==> src/rtl/decode_stage.sv <==
// -----------------------------------------------------------------------------
// decode_stage
// Registered RV32I decode stage sitting between fetch and execute. Each
// accepted instruction is decoded into raw fields, a sign-extended immediate,
// a 7-bit control vector and an illegal flag, then held in a valid/ready
// pipeline register. With SKID=1 a second entry absorbs one beat while the
// output is stalled, so in_ready depends only on registered state.
//
// Handshake: a beat moves on a port in any cycle where valid and ready are
// both high at the rising clock edge. valid never depends on ready. Once
// out_valid is high, the payload stays constant until out_ready is seen.
//
// Configuration macro: DECODE_RV32M_EN
//   defined     -> OP with funct7=0000001 (RV32M) is legal, ctrl=1000000
//   not defined -> that encoding is illegal like any other bad funct7
//
// Ports
//   clk, rst_n            clock, asynchronous active-low reset
//   in_valid/in_ready     fetch-side handshake
//   in_inst, in_pc        instruction word and its PC
//   flush                 drop every held and incoming entry this cycle
//   out_valid/out_ready   execute-side handshake
//   out_pc                PC of the held entry
//   out_opcode/rd/rs1/rs2/funct3/funct7  raw instruction fields
//   out_imm               sign-extended immediate (0 for R-type/illegal)
//   out_ctrl              {reg_write,alu_src,mem_read,mem_write,mem_to_reg,
//                          branch,jump}, 0 when illegal
//   out_illegal           entry is an illegal encoding
//   illegal_cnt           saturating count of illegal entries handed out
// -----------------------------------------------------------------------------
module decode_stage #(
   parameter int XLEN  = 32,
   parameter int PC_W  = 32,
   parameter int SKID  = 1,
   parameter int CNT_W = 16
) (
   input  logic             clk,
   input  logic             rst_n,
   input  logic             in_valid,
   output logic             in_ready,
   input  logic [31:0]      in_inst,
   input  logic [PC_W-1:0]  in_pc,
   input  logic             flush,
   output logic             out_valid,
   input  logic             out_ready,
   output logic [PC_W-1:0]  out_pc,
   output logic [6:0]       out_opcode,
   output logic [4:0]       out_rd,
   output logic [4:0]       out_rs1,
   output logic [4:0]       out_rs2,
   output logic [2:0]       out_funct3,
   output logic [6:0]       out_funct7,
   output logic [XLEN-1:0]  out_imm,
   output logic [6:0]       out_ctrl,
   output logic             out_illegal,
   output logic [CNT_W-1:0] illegal_cnt
);

   localparam logic [6:0] OPC_OP     = 7'b0110011;
   localparam logic [6:0] OPC_OP_IMM = 7'b0010011;
   localparam logic [6:0] OPC_LOAD   = 7'b0000011;
   localparam logic [6:0] OPC_STORE  = 7'b0100011;
   localparam logic [6:0] OPC_BRANCH = 7'b1100011;
   localparam logic [6:0] OPC_LUI    = 7'b0110111;
   localparam logic [6:0] OPC_AUIPC  = 7'b0010111;
   localparam logic [6:0] OPC_JAL    = 7'b1101111;
   localparam logic [6:0] OPC_JALR   = 7'b1100111;

   typedef struct packed {
      logic [PC_W-1:0] pc;
      logic [6:0]      opcode;
      logic [4:0]      rd;
      logic [4:0]      rs1;
      logic [4:0]      rs2;
      logic [2:0]      funct3;
      logic [6:0]      funct7;
      logic [XLEN-1:0] imm;
      logic [6:0]      ctrl;
      logic            illegal;
   } entry_t;

   // ---------------------------------------------------------------- decode
   entry_t             w_dec;
   logic        [31:0] w_imm32;
   logic        [6:0]  w_ctrl;
   logic               w_legal;
   logic        [2:0]  w_f3;
   logic        [6:0]  w_f7;
   logic               w_f7_zero;
   logic               w_f7_alt;

   assign w_f3      = in_inst[14:12];
   assign w_f7      = in_inst[31:25];
   assign w_f7_zero = (w_f7 == 7'b0000000);
   assign w_f7_alt  = (w_f7 == 7'b0100000);

   always_comb begin
      w_imm32 = '0;
      w_ctrl  = '0;
      w_legal = 1'b0;
      case (in_inst[6:0])
         OPC_OP: begin
            // funct7=0100000 only exists for SUB and SRA
            w_legal = w_f7_zero || (w_f7_alt && (w_f3 == 3'b000 || w_f3 == 3'b101));
`ifdef DECODE_RV32M_EN
            if (w_f7 == 7'b0000001) w_legal = 1'b1;
`endif
            w_ctrl  = 7'b1000000;
         end
         OPC_OP_IMM: begin
            // shift-immediates reuse the funct7 slot of the I-immediate
            w_legal = !((w_f3 == 3'b001) && !w_f7_zero) &&
                      !((w_f3 == 3'b101) && !w_f7_zero && !w_f7_alt);
            w_ctrl  = 7'b1100000;
            w_imm32 = {{20{in_inst[31]}}, in_inst[31:20]};
         end
         OPC_LOAD: begin
            w_legal = !(w_f3 == 3'b011 || w_f3 == 3'b110 || w_f3 == 3'b111);
            w_ctrl  = 7'b1110100;
            w_imm32 = {{20{in_inst[31]}}, in_inst[31:20]};
         end
         OPC_STORE: begin
            w_legal = (w_f3 < 3'b011);
            w_ctrl  = 7'b0101000;
            w_imm32 = {{20{in_inst[31]}}, in_inst[31:25], in_inst[11:7]};
         end
         OPC_BRANCH: begin
            w_legal = !(w_f3 == 3'b010 || w_f3 == 3'b011);
            w_ctrl  = 7'b0000010;
            w_imm32 = {{19{in_inst[31]}}, in_inst[31], in_inst[7],
                       in_inst[30:25], in_inst[11:8], 1'b0};
         end
         OPC_LUI, OPC_AUIPC: begin
            w_legal = 1'b1;
            w_ctrl  = 7'b1100000;
            w_imm32 = {in_inst[31:12], 12'b0};
         end
         OPC_JAL: begin
            w_legal = 1'b1;
            w_ctrl  = 7'b1000001;
            w_imm32 = {{11{in_inst[31]}}, in_inst[31], in_inst[19:12],
                       in_inst[20], in_inst[30:21], 1'b0};
         end
         OPC_JALR: begin
            w_legal = (w_f3 == 3'b000);
            w_ctrl  = 7'b1100001;
            w_imm32 = {{20{in_inst[31]}}, in_inst[31:20]};
         end
         default: w_legal = 1'b0;
      endcase
      if (in_inst[1:0] != 2'b11) w_legal = 1'b0;
   end

   always_comb begin
      w_dec         = '0;
      w_dec.pc      = in_pc;
      w_dec.opcode  = in_inst[6:0];
      w_dec.rd      = in_inst[11:7];
      w_dec.rs1     = in_inst[19:15];
      w_dec.rs2     = in_inst[24:20];
      w_dec.funct3  = w_f3;
      w_dec.funct7  = w_f7;
      w_dec.illegal = !w_legal;
      // illegal entries still flow so execute can trap, but carry no ctrl/imm
      if (w_legal) begin
         w_dec.ctrl = w_ctrl;
         w_dec.imm  = XLEN'($signed(w_imm32));
      end
   end

   // ------------------------------------------------------- pipeline register
   entry_t           r_out;
   entry_t           r_skid;
   logic             r_out_valid;
   logic             r_skid_valid;
   logic             r_rdy_en;
   logic [CNT_W-1:0] r_cnt;
   logic             w_in_fire;
   logic             w_out_fire;

   // r_rdy_en keeps in_ready low during reset and for the release edge
   assign in_ready   = r_rdy_en & ((SKID != 0) ? !r_skid_valid
                                               : (!r_out_valid | out_ready));
   assign w_in_fire  = in_valid & in_ready;
   assign w_out_fire = r_out_valid & out_ready;

   always_ff @(posedge clk or negedge rst_n) begin
      if (!rst_n) begin
         r_rdy_en     <= 1'b0;
         r_out_valid  <= 1'b0;
         r_skid_valid <= 1'b0;
         r_out        <= '0;
         r_skid       <= '0;
      end else begin
         r_rdy_en <= 1'b1;
         if (flush) begin
            r_out_valid  <= 1'b0;
            r_skid_valid <= 1'b0;
         end else if (!r_out_valid || out_ready) begin
            // output slot frees up: older skid entry has priority (in order);
            // in_ready is low whenever the skid is full, so no input collides
            if (r_skid_valid) begin
               r_out        <= r_skid;
               r_out_valid  <= 1'b1;
               r_skid_valid <= 1'b0;
            end else if (w_in_fire) begin
               r_out       <= w_dec;
               r_out_valid <= 1'b1;
            end else begin
               r_out_valid <= 1'b0;
            end
         end else if (w_in_fire && (SKID != 0)) begin
            r_skid       <= w_dec;
            r_skid_valid <= 1'b1;
         end
      end
   end

   always_ff @(posedge clk or negedge rst_n) begin
      if (!rst_n) begin
         r_cnt <= '0;
      end else if (!flush && w_out_fire && r_out.illegal && (r_cnt != '1)) begin
         r_cnt <= r_cnt + 1'b1;
      end
   end

   assign out_valid   = r_out_valid;
   assign out_pc      = r_out.pc;
   assign out_opcode  = r_out.opcode;
   assign out_rd      = r_out.rd;
   assign out_rs1     = r_out.rs1;
   assign out_rs2     = r_out.rs2;
   assign out_funct3  = r_out.funct3;
   assign out_funct7  = r_out.funct7;
   assign out_imm     = r_out.imm;
   assign out_ctrl    = r_out.ctrl;
   assign out_illegal = r_out.illegal;
   assign illegal_cnt = r_cnt;

endmodule

==> config.mk <==
export PLATFORM = sky130hd
export DESIGN_NAME = decode_stage
export DESIGN_NICKNAME = d
export VERILOG_FILES = /design/src/rtl/decode_stage.sv
export SDC_FILE = /design/constraint.sdc
export NUM_CORES = 1
export LEC_CHECK = 0
export ABC_CLOCK_PERIOD_IN_PS = 1910
export BUFFER_PORTS_ARGS = -buffer_cell sky130_fd_sc_hd__clkbuf_2
export CAP_MARGIN = 30
export CORE_MARGIN = 2
export CORE_UTILIZATION = 40
export DETAILED_ROUTE_END_ITERATION = 10
export PLACE_DENSITY = 0.71
export SLEW_MARGIN = 20
export SYNTH_ARGS = -nofsm -noshare
export SYNTH_HDL_FRONTEND = slang
export SYNTH_SLANG_ARGS = --single-unit
==> constraint.sdc <==
create_clock -name clk -period 1.91 [get_ports clk]
set_input_delay 0.0955 -clock clk [delete_from_list [all_inputs] [get_ports clk]]
set_output_delay 0.0955 -clock clk [all_outputs]
set_load 0.05 [all_outputs]
Yosys cells after proc, flatten, opt, wreduce, memory -nomap -nowiden
Cells that the tools add are included.
Widths: inputs -> output; s select.
{ "word_totals": {"ff_bits": 227, "inputBits": 69} }
{ "classes": {"add_sub_neg": 1, "magnitude_cmp": 1, "eq_ne": 18, "muxes": 14, "bitwise_logic": 5, "reduce_logical": 35} }
{ "ops": {"columns": ["op", "count"], "rows": [
  ["$mux 104", 2],
  ["$pmux 32 s5", 1],
  ["$pmux 7 s7", 1],
  ["$mux 39", 1],
  ["$eq 7x6->1 const B", 4],
  ["$eq 7x7->1 const B", 3],
  ["$add 16x1->16 const B", 1],
  ["$ne 16x16->1 const B", 1],
  ["$eq 7x5->1 const B", 2],
  ["$logic_not 1->1", 10],
  ["$eq 3x3->1 const B", 3],
  ["$reduce_or 3->1", 3],
  ["$logic_and 1x1->1", 8],
  ["$mux 1", 8],
  ["$eq 7x2->1 const B", 1],
  ["$logic_not 7->1", 1],
  ["$pmux 1 s7", 1],
  ["$eq 3x2->1 const B", 2],
  ["$logic_or 1x1->1", 6],
  ["$reduce_and 3->1", 2],
  ["$reduce_bool 2->1", 2],
  ["$and 1x1->1", 3],
  ["$eq 3x1->1 const B", 1],
  ["$logic_not 3->1", 1],
  ["5 further kinds", 6]
]} }

Logic depth before layout (Yosys ltp)
Gate-level depths: netlist (run 1).
{ "depth": {"word_depth": 11, "mapped_depth": 8, "depth_no_buf": 6} }

Least setup slack after synthesis (run 1)
Ideal clock, no wire load.
{ "synth_timing": {"path_kind": "reg-to-reg", "start": "reg r_skid_valid", "end": "reg r_skid[60] in the netlist's numbering", "setup_time_ns": 0.117, "arrival_time_ns": 2.137, "required_ns": 1.793, "path_slack_ns": -0.344, "path_stages_with_launch": 7, "n_path_buf": 2, "period_less_slack_ns": 2.254, "cell_sequence": "dfrtp_1 > nor2b_1 > nand3_1 > clkbuf_1 > buf_1 > nand2_1 > nand2_1"} }
{ "synth_between": {"elab_chain_len": 4} }
{ "synth_lines": {"columns": ["element", "line_no", "source"], "rows": [
  ["start: declaration", "175", "logic r_skid_valid;"],
  ["start signal: assignment", "191", "r_skid_valid <= 1'b0;"],
  ["start signal: assignment", "198", "r_skid_valid <= 1'b0;"],
  ["start signal: assignment", "205", "r_skid_valid <= 1'b0;"],
  ["$logic_not 1->1", "182", "assign in_ready = r_rdy_en & ((SKID != 0) ? !r_skid_valid"],
  ["$and 1x1->1", "182", null],
  ["named net in_ready", "40", "output logic in_ready,"],
  ["$and 1x1->1", "184", "assign w_in_fire = in_valid & in_ready;"],
  ["$reduce_and 3->1 (no source line)", null, null],
  ["end signal: assignment", "213", "r_skid <= w_dec;"],
  ["end: declaration", "173", "entry_t r_skid;"]
]} }
The timed path passes the listed nets, and every way through them passes these cells.
A chain may end at the register's enable or synchronous reset.

Worst setup path after layout (run 1)
{ "layout_timing": {"start": "reg r_cnt[0], in the netlist illegal_cnt[0]", "end": "reg r_cnt[5], in the netlist illegal_cnt[5]"} }
{ "layout_between": {"elab_chain_len": 2, "word_cells_on_any_way": 3, "cone_classes": "1 x add/sub; 1 x eq/ne; 1 x reduce/logical"} }
{ "layout_lines": {"columns": ["element", "line_no", "source"], "rows": [
  ["start: declaration", "177", "logic [CNT_W-1:0] r_cnt;"],
  ["start signal: assignment", "223", "r_cnt <= r_cnt + 1'b1;"],
  ["parallel branches: the longest is 2 deep, another holds $add 16x1->16", null, null]
]} }
Several ways; the timed one is not identified.

==> summary.md, run 1 <==
| Metric | Value |
|---|---|
| Status | `finished, final reports clean` |
| Final ANT Viol Nets | `0` |
| DR WL/cell | `17.4 um` |
| CP required | `around 2.4 ns` |
| Placed Cells | `1558` |
| Clock-pin slew on the worst setup and hold paths | `0.06 ns` |
| TritonCTS Buffers | `26` |
| CP Max Fanout | `4` |
| Layout area overhead | `32.5%` |
| RePlAce Congestion | `approximately 0.9` |
| Cell count after synthesis | `1051` |
| Top FF cell, synth | `dfrtp_1` |
| # setup viols final | `0` |
| Max H-tree Level | `1` |
| Post-Place Cell Area | `12000 sq um` |
| Syn Std Cell Area | `a little over 10000 sq um` |
| Clock Skews | `0.0105 ns` |
| Pleak | `0.00667 uW` |
| Crit path cell chain | `ha_4, nand2_1, nor4_2, buf_4, a211oi_1, and3_1, xor2_1` |
| Net count, final | `1399` |
| Post-synth ARST share | `between 90% and 100%` |
| Fin Hold WS | `around 0.022 ns` |
| Area of the core | `25100 sq um` |
| Largest net degree at the start of global routing | `between 80 and 90` |
| Number of vias per cell | `roughly 5.2` |
| FF/Latch Area | `5650 sq um` |
| Initial Utilization | `40.6%` |
| Slowest CP cell | `dfrtp_2` |
| Die area | `26800 sq um` |
| DIE WIDTH | `164 um` |
| TritonCTS clock tree | `built` |
| Netlist cell types | `53` |
| Non-filler instance count after layout | `~1700` |
| Max cap viols | `0` |
| Footprint of the multi-input gates | `4290 sq um` |
| Worst Tran Pin Value | `approximately 0.68 ns` |
| Max stage delay on crit path | `0.45 ns` |
| Placement Rows | `a little under 60` |
| Worst min path class | `in2reg` |
| Slew Limit Fails | `0` |
| Total gr overflow | `0` |
| Synth Net Count | `1121` |
| Total power | `~13000 uW` |
| Synthesized area per cell | `9.71 sq um` |
| Ys Warns | `0` |
| Arr. time, crit path | `2.27 ns` |
| Sink Count | `225` |
| CTS root buf | `clkbuf_16` |
| Fin crit period | `1.83 ns` |
| Peak VDD IR | `between 0.0006 and 0.0007 V` |
| CP Launch Type | `flop` |
| Number of antenna violations at the first check in global routing | `0` |
| Post-synthesis sequential area ratio | `55.2%` |
| F_max | `roughly 550 MHz` |
| Layout cells sized above 1 | `about a quarter` |
| Setup crit end kind | `flop` |
| Residual DRC count | `0` |
| Worst-case clock buffer depth | `3` |
| Final Instance Area | `13500 sq um` |
| Fill count | `2243` |
| Die Y | `164 um` |
| I/O Pins | `about 190` |
| Post-synth EDFFs | `0` |
| First-pass GRT wire length | `45.8 mm` |
| Area share of the largest cell type after synthesis | `55.2%` |
| WS Path Type | `reg2reg` |
| Yosys reg bits | `about 230` |
| Via Count | `8768` |
| Antenna Cells | `0` |
| Synth area leader | `dfrtp_1` |
| Port bufs | `190` |
| Routed WL | `between 20 and 30 mm` |
| Top cells by area, synth | `dfrtp_1, nand2_1, mux2i_1, o21ai_0, o31ai_1` |
| Fin crit share | `about 96%` |
| Vias in the first global route | `8588` |
| Setup_tns | `0 ns` |
| DP HPWL | `18.7 mm` |
| Power Dens Cells | `between 900 and 1000 nW/um^2` |
| Clk_lat worst skew | `0.53 ns` |
| First-pass detailed-route iteration total | `5` |
| Final Hold Fails | `0` |
| Max_slew headroom | `54.6%` |
| Tot GR Track Use | `a little over a fifth` |
| Drt initial violations | `929` |
[cells in the mapped netlist (all sizes together), types with 2 or more instances]
cell / number
nor2b: 4
xor2: 11
inv: 10
and4: 2
and3: 38
o21a: 2
mux2: 3
clkbuf: 49
nor4: 4
nand3: 8
a21o: 2
nand4: 4
buf: 29
o21ai: 85
mux2i: 65
and3b: 2
nor2: 16
o31ai: 61
a21oi: 53
a31oi: 3
o41ai: 6
dfrtp: 225
nor3: 9
nand2b: 4
o211ai: 3
nor4b: 2
xnor2: 4
a22oi: 4
and2: 4
nand2: 323
[layer usage]
layer  vias to the layer above  part of all wire (%)  global-route usage (%)
met3                        59                   8.1                    4.75
met5                         -                     0                       0
met2                       332                    47                    34.0
met4                         0                   3.1                    7.22
li1                       4150                     -                       -
met1                      4227                    42                    28.5
[critical path, delay by kind of cell (launching register included)]
kind	cells	cell delay [ns]
simple gates	3	0.43
compound gates	1	0.38
fa+ha+maj	1	0.18
flops	1	0.45
buf+inv	1	0.14
xor+xnor	1	0.16
[final timing paths]
check / start / end / slack [ns] / cells after the start
hold / removal: in_inst[2] / out_opcode[2] / 0.02 / 4
setup reg to reg: illegal_cnt[0] / illegal_cnt[5] / 0.08 / 7
min in group asynchronous: rst_n / r_skid[56] / 0.07 / 2
setup / recovery: illegal_cnt[0] / illegal_cnt[5] / 0.08 / 7
hold reg to reg: r_skid[19] / r_skid[19] / 0.47 / 2
max in group asynchronous: rst_n / illegal_cnt[8] / 1.09 / 3
[area by class of cell]
class / instances / area share, %
clock inverters: 7 / 0.287
well taps: 330 / 3.05
clock buffers: 39 / 5.55
multi-input cells: 738 / 31.7
repair buffers: 328 / 17.3
inverters: 10 / 0.278
flip-flops and latches: 225 / 41.8
[sequential cells by signal (all words and copies together) (netlist names)]
name / count
r_skid: 103
r_skid_valid: 1
r_rdy_en: 1
out_rs1: 5
out_valid: 1
out_opcode: 7
out_funct7: 7
out_rs2: 5
out_rd: 5
out_pc: 32
out_ctrl: 6
out_funct3: 3
out_illegal: 1
out_imm: 32
illegal_cnt: 16
[kinds of logic after synthesis]
kind of cell / count (synthesis) / share of synthesized area (%)
DFF: 225 / 55.2
buffers and inverters: 88 / 3.70
and+or+nand+nor: 427 / 18.2
adders and majority gates: 1 / 0.123
other: 1 / 0.0368
muxes: 68 / 6.71
AOI/OAI and AO/OA: 226 / 14.8
xor gates and xnor gates: 15 / 1.29
[layout by cell type (no fill, tap or decap), drive strengths merged, types with 2 or more instances in the layout]
cell type and instances:
a21o 2, a21oi 53, a22oi 4, a31oi 3, and2 4, and3 38
and3b 2, and4 2, buf 75, clkbuf 229, clkinv 6, dfrtp 225
dlygate4sd3 63, inv 11, mux2 3, mux2i 65, nand2 323, nand2b 4
nand3 8, nand4 4, nor2 16, nor2b 4, nor3 9, nor4 4
nor4b 2, o211ai 3, o21a 2, o21ai 85, o31ai 61, o41ai 6
xnor2 4, xor2 11
[metrics by stage]
stage | util (%) | setup slack, ns
6_report | 53.8 | 0.0813
5_1_grt | 53.8 | -0.00113
4_1_cts | 53.3 | 0.0166
3_5_place_dp | 47.7 | -0.101
3_3_place_gp | 47.6 | -0.395
2_1_floorplan | - | 0.00592
[report_power, final]
group / internal [uW] / total, uW / switching [uW]
Sequential: 5300 / 5620 / 316
Combinational: 738 / 2690 / 1950
Clock: 2700 / 4650 / 1940
[what timing repair did]
| action | in CTS | in global routing |
|---|---|---|
| hold endpoints to repair | 344 | 0 |
| setup endpoints to repair | 0 | 74 |
| hold buffers | 63 | 0 |
| resized for setup | 0 | 9 |
| setup buffers | 0 | 8 |
Power figures use the tool's default switching activity.
==> run 2: changes to the inputs <==
--- a/config.mk
+++ b/config.mk
@@ -5,7 +5,7 @@
 export SDC_FILE = /design/constraint.sdc
 export NUM_CORES = 1
 export LEC_CHECK = 0
-export ABC_CLOCK_PERIOD_IN_PS = 1910
+export ABC_CLOCK_PERIOD_IN_PS = 1700
 export BUFFER_PORTS_ARGS = -buffer_cell sky130_fd_sc_hd__clkbuf_2
 export CAP_MARGIN = 30
 export CORE_MARGIN = 2
==> constraint.sdc (replaced) <==
create_clock -name clk -period 1.7 [get_ports clk]
set_input_delay 0.085 -clock clk [delete_from_list [all_inputs] [get_ports clk]]
set_output_delay 0.085 -clock clk [all_outputs]
set_load 0.05 [all_outputs]
==> summary.md, run 2 (same netlist as run 1, synthesis figures left out) <==
| Metric | Value |
|---|---|
| Status | `finished with violations` |
| Failing checks | `setup timing` |
| Fill count | `2117` |
| CP Max Fanout | `18` |
| Fin crit share | `100%` |
| Layout cells sized above 1 | `between 30 and 40%` |
| Gr busiest metal | `met2` |
| WS Path Type | `in2reg` |
| DIE WIDTH | `164 um` |
| Clock share of power | `38.0%` |
| Slowest CP cell | `dlygate4sd3_1` |
| Via Count | `about 8900` |
| Largest Register | `r_skid` |
| Most frequent cells in the layout | `nand2_1, dfrtp_1, clkbuf_2, o21ai_0, buf_4` |
| Setup crit end kind | `flop` |
| Sink Count | `225` |
| Sw Ratio | `31.6%` |
| Antenna Cells | `0` |
| Number of flip-flops under the largest register name | `~100` |
| Tot GR Track Use | `a little over a fifth` |
| DR WL/cell | `~18 um` |
| Worst min path class | `in2reg` |
| Max H-tree Level | `1` |
| Placement Rows | `58` |
| Peak VDD IR | `0.000694 V` |
| Comb pwr share | `20.7%` |
| I/O Pins | `~190` |
| Largest net degree at the start of global routing | `53` |
| Routed WL | `30.6 mm` |
| Net count, final | `1419` |
| Power Dens Cells | `1070 nW/um^2` |
| Vias in the first global route | `8704` |
| Arr. time, crit path | `2.11 ns` |
| RePlAce Congestion | `slightly below 0.9` |
| Clock-pin slew on the worst setup and hold paths | `about 0.060 ns` |
| Final ANT Viol Nets | `0` |
| CP required | `2.11 ns` |
| Crit path cell chain | `dlygate4sd3_1, clkbuf_2, o21ai_0, and4_4, nor3_4, buf_12, buf_12, a221o_1` |
| GRT met3 Usage | `~3.7%` |
| Area of the core | `between 20000 and 30000 sq um` |
| Cell Int Power | `10500 uW` |
| Max cap viols | `0` |
| DP HPWL | `~19 mm` |
| Max stage delay on crit path | `0.54 ns` |
| Clock Skews | `0.00765 ns` |
| Pleak | `0.00704 uW` |
| Residual DRC count | `0` |
| Number of vias per cell | `5.26` |
| First-pass GRT wire length | `~46 mm` |
| Layout area overhead | `40.8%` |
| Die Y | `164 um` |
| Fin Hold WS | `~0.029 ns` |
| Number of antenna violations at the first check in global routing | `0` |
| Fin crit period | `1.70 ns` |
| Worst-case clock buffer depth | `3` |
| Initial Utilization | `between 40% and 50%` |
| Final Hold Fails | `0` |
| Slew Limit Fails | `0` |
| Commonest non-fill, non-tap cell in the layout | `nand2_1` |
| TritonCTS clock tree | `built` |
| F_max | `588 MHz` |
| Port bufs | `190` |
| GR Layer Usage met2 | `36.1%` |
| TritonCTS Buffers | `25` |
| # setup viols final | `2` |
| Met1 GRT Util | `29.2%` |
| RSZ-0062 raised after global routing | `yes` |
| Final worst slack | `-0.00169 ns` |
| Sw power | `4840 uW` |
| Setup_tns | `-0.00336 ns` |
| Cell mode on critical path | `buf_12` |
| Die area | `26800 sq um` |
| Flop pwr share | `41.2%` |
| First-pass detailed-route iteration total | `4` |
| CTS root buf | `clkbuf_16` |
| Drt initial violations | `705` |
| Clk_lat worst skew | `0.52 ns` |
| CP Launch Type | `primary input` |
| Total gr overflow | `0` |
run 2: cell count changes in the layout (fill, tap and decap cells not counted), sizes merged:
cell and delta:
buf +22, clkinv -2, dlygate4sd3 -3, bufinv +4, clkbuf -4, dlymetal6s4s +3
run 2: area by class of cell:
class                           instances  area [sq um]  share of cell area [%]
Clock buffer                           36           737                    5.13
Clock inverter                          9           153                    1.06
Inverter                               10          37.5                   0.261
Multi-Input combinational cell        738          4690                    32.7
Sequential cell                       225          5650                    39.4
Tap cell                              330           413                    2.88
Timing Repair Buffer                  349          2680                    18.6
run 2: final timing paths:
kind | startpoint | end | slack, ns | depth (start not counted)
worst max-delay path | in_inst[13] | out_illegal | -0.002 | 8
worst min-delay path | in_inst[31] | r_skid[46] | 0.03 | 4
worst max register to register | out_valid | out_pc[3] | -0.002 | 6
worst min register to register | out_funct7[2] | out_funct7[2] | 0.47 | 2
max in group asynchronous | rst_n | out_pc[14] | 0.97 | 3
min in group asynchronous | rst_n | out_pc[0] | 0.06 | 2
run 2: per-layer routing:
metal | routed length [um] | vias to the layer above
li1 | - | 4203
met1 | 13000 | 4388
met2 | 15100 | 277
met3 | 1780 | 55
met4 | 751 | 0
met5 | 0 | -
run 2: through the flow:
stage,utilization (%),area [sq um],worst slack [ns],cells,power [uW]
floorplan,-,10500,-0.172,1051,8310
global placement,48.8,12200,0.0377,1574,9270
detailed placement,48.8,12200,-0.0129,1574,9340
CTS,54.8,13800,-0.00159,1682,15300
global route,57.2,14400,-0.0789,1697,15900
finish,57.2,14400,-0.00169,1697,15300
run 2: worst max-delay path, delay by kind of cell:
kind	cells	cell delay (ns)
AO/OA/AOI/OAI	2	0.66
buffers and inverters	4	1.02
AND/OR/NAND/NOR	2	0.36
run 2: timing repair:
action,4_1_cts,5_1_grt
hold endpoints to repair,346,1
hold buffers,62,1
pin swaps,2,15
buffers inserted,1,10
endpoints found under the setup margin,6,110
gates resized for setup,2,85
cloned,0,6
run 2: power by group through the flow:
stage | clock network [uW] | logic (uW) | registers [uW]
after detailed placement | 0 | 2950 | 6390
after global placement | 0 | 2900 | 6370
after CTS | 5910 | 3070 | 6300
final | 5830 | 3180 | 6310
after global routing | 6170 | 3390 | 6380
after floorplan | 0 | 730 | 7580
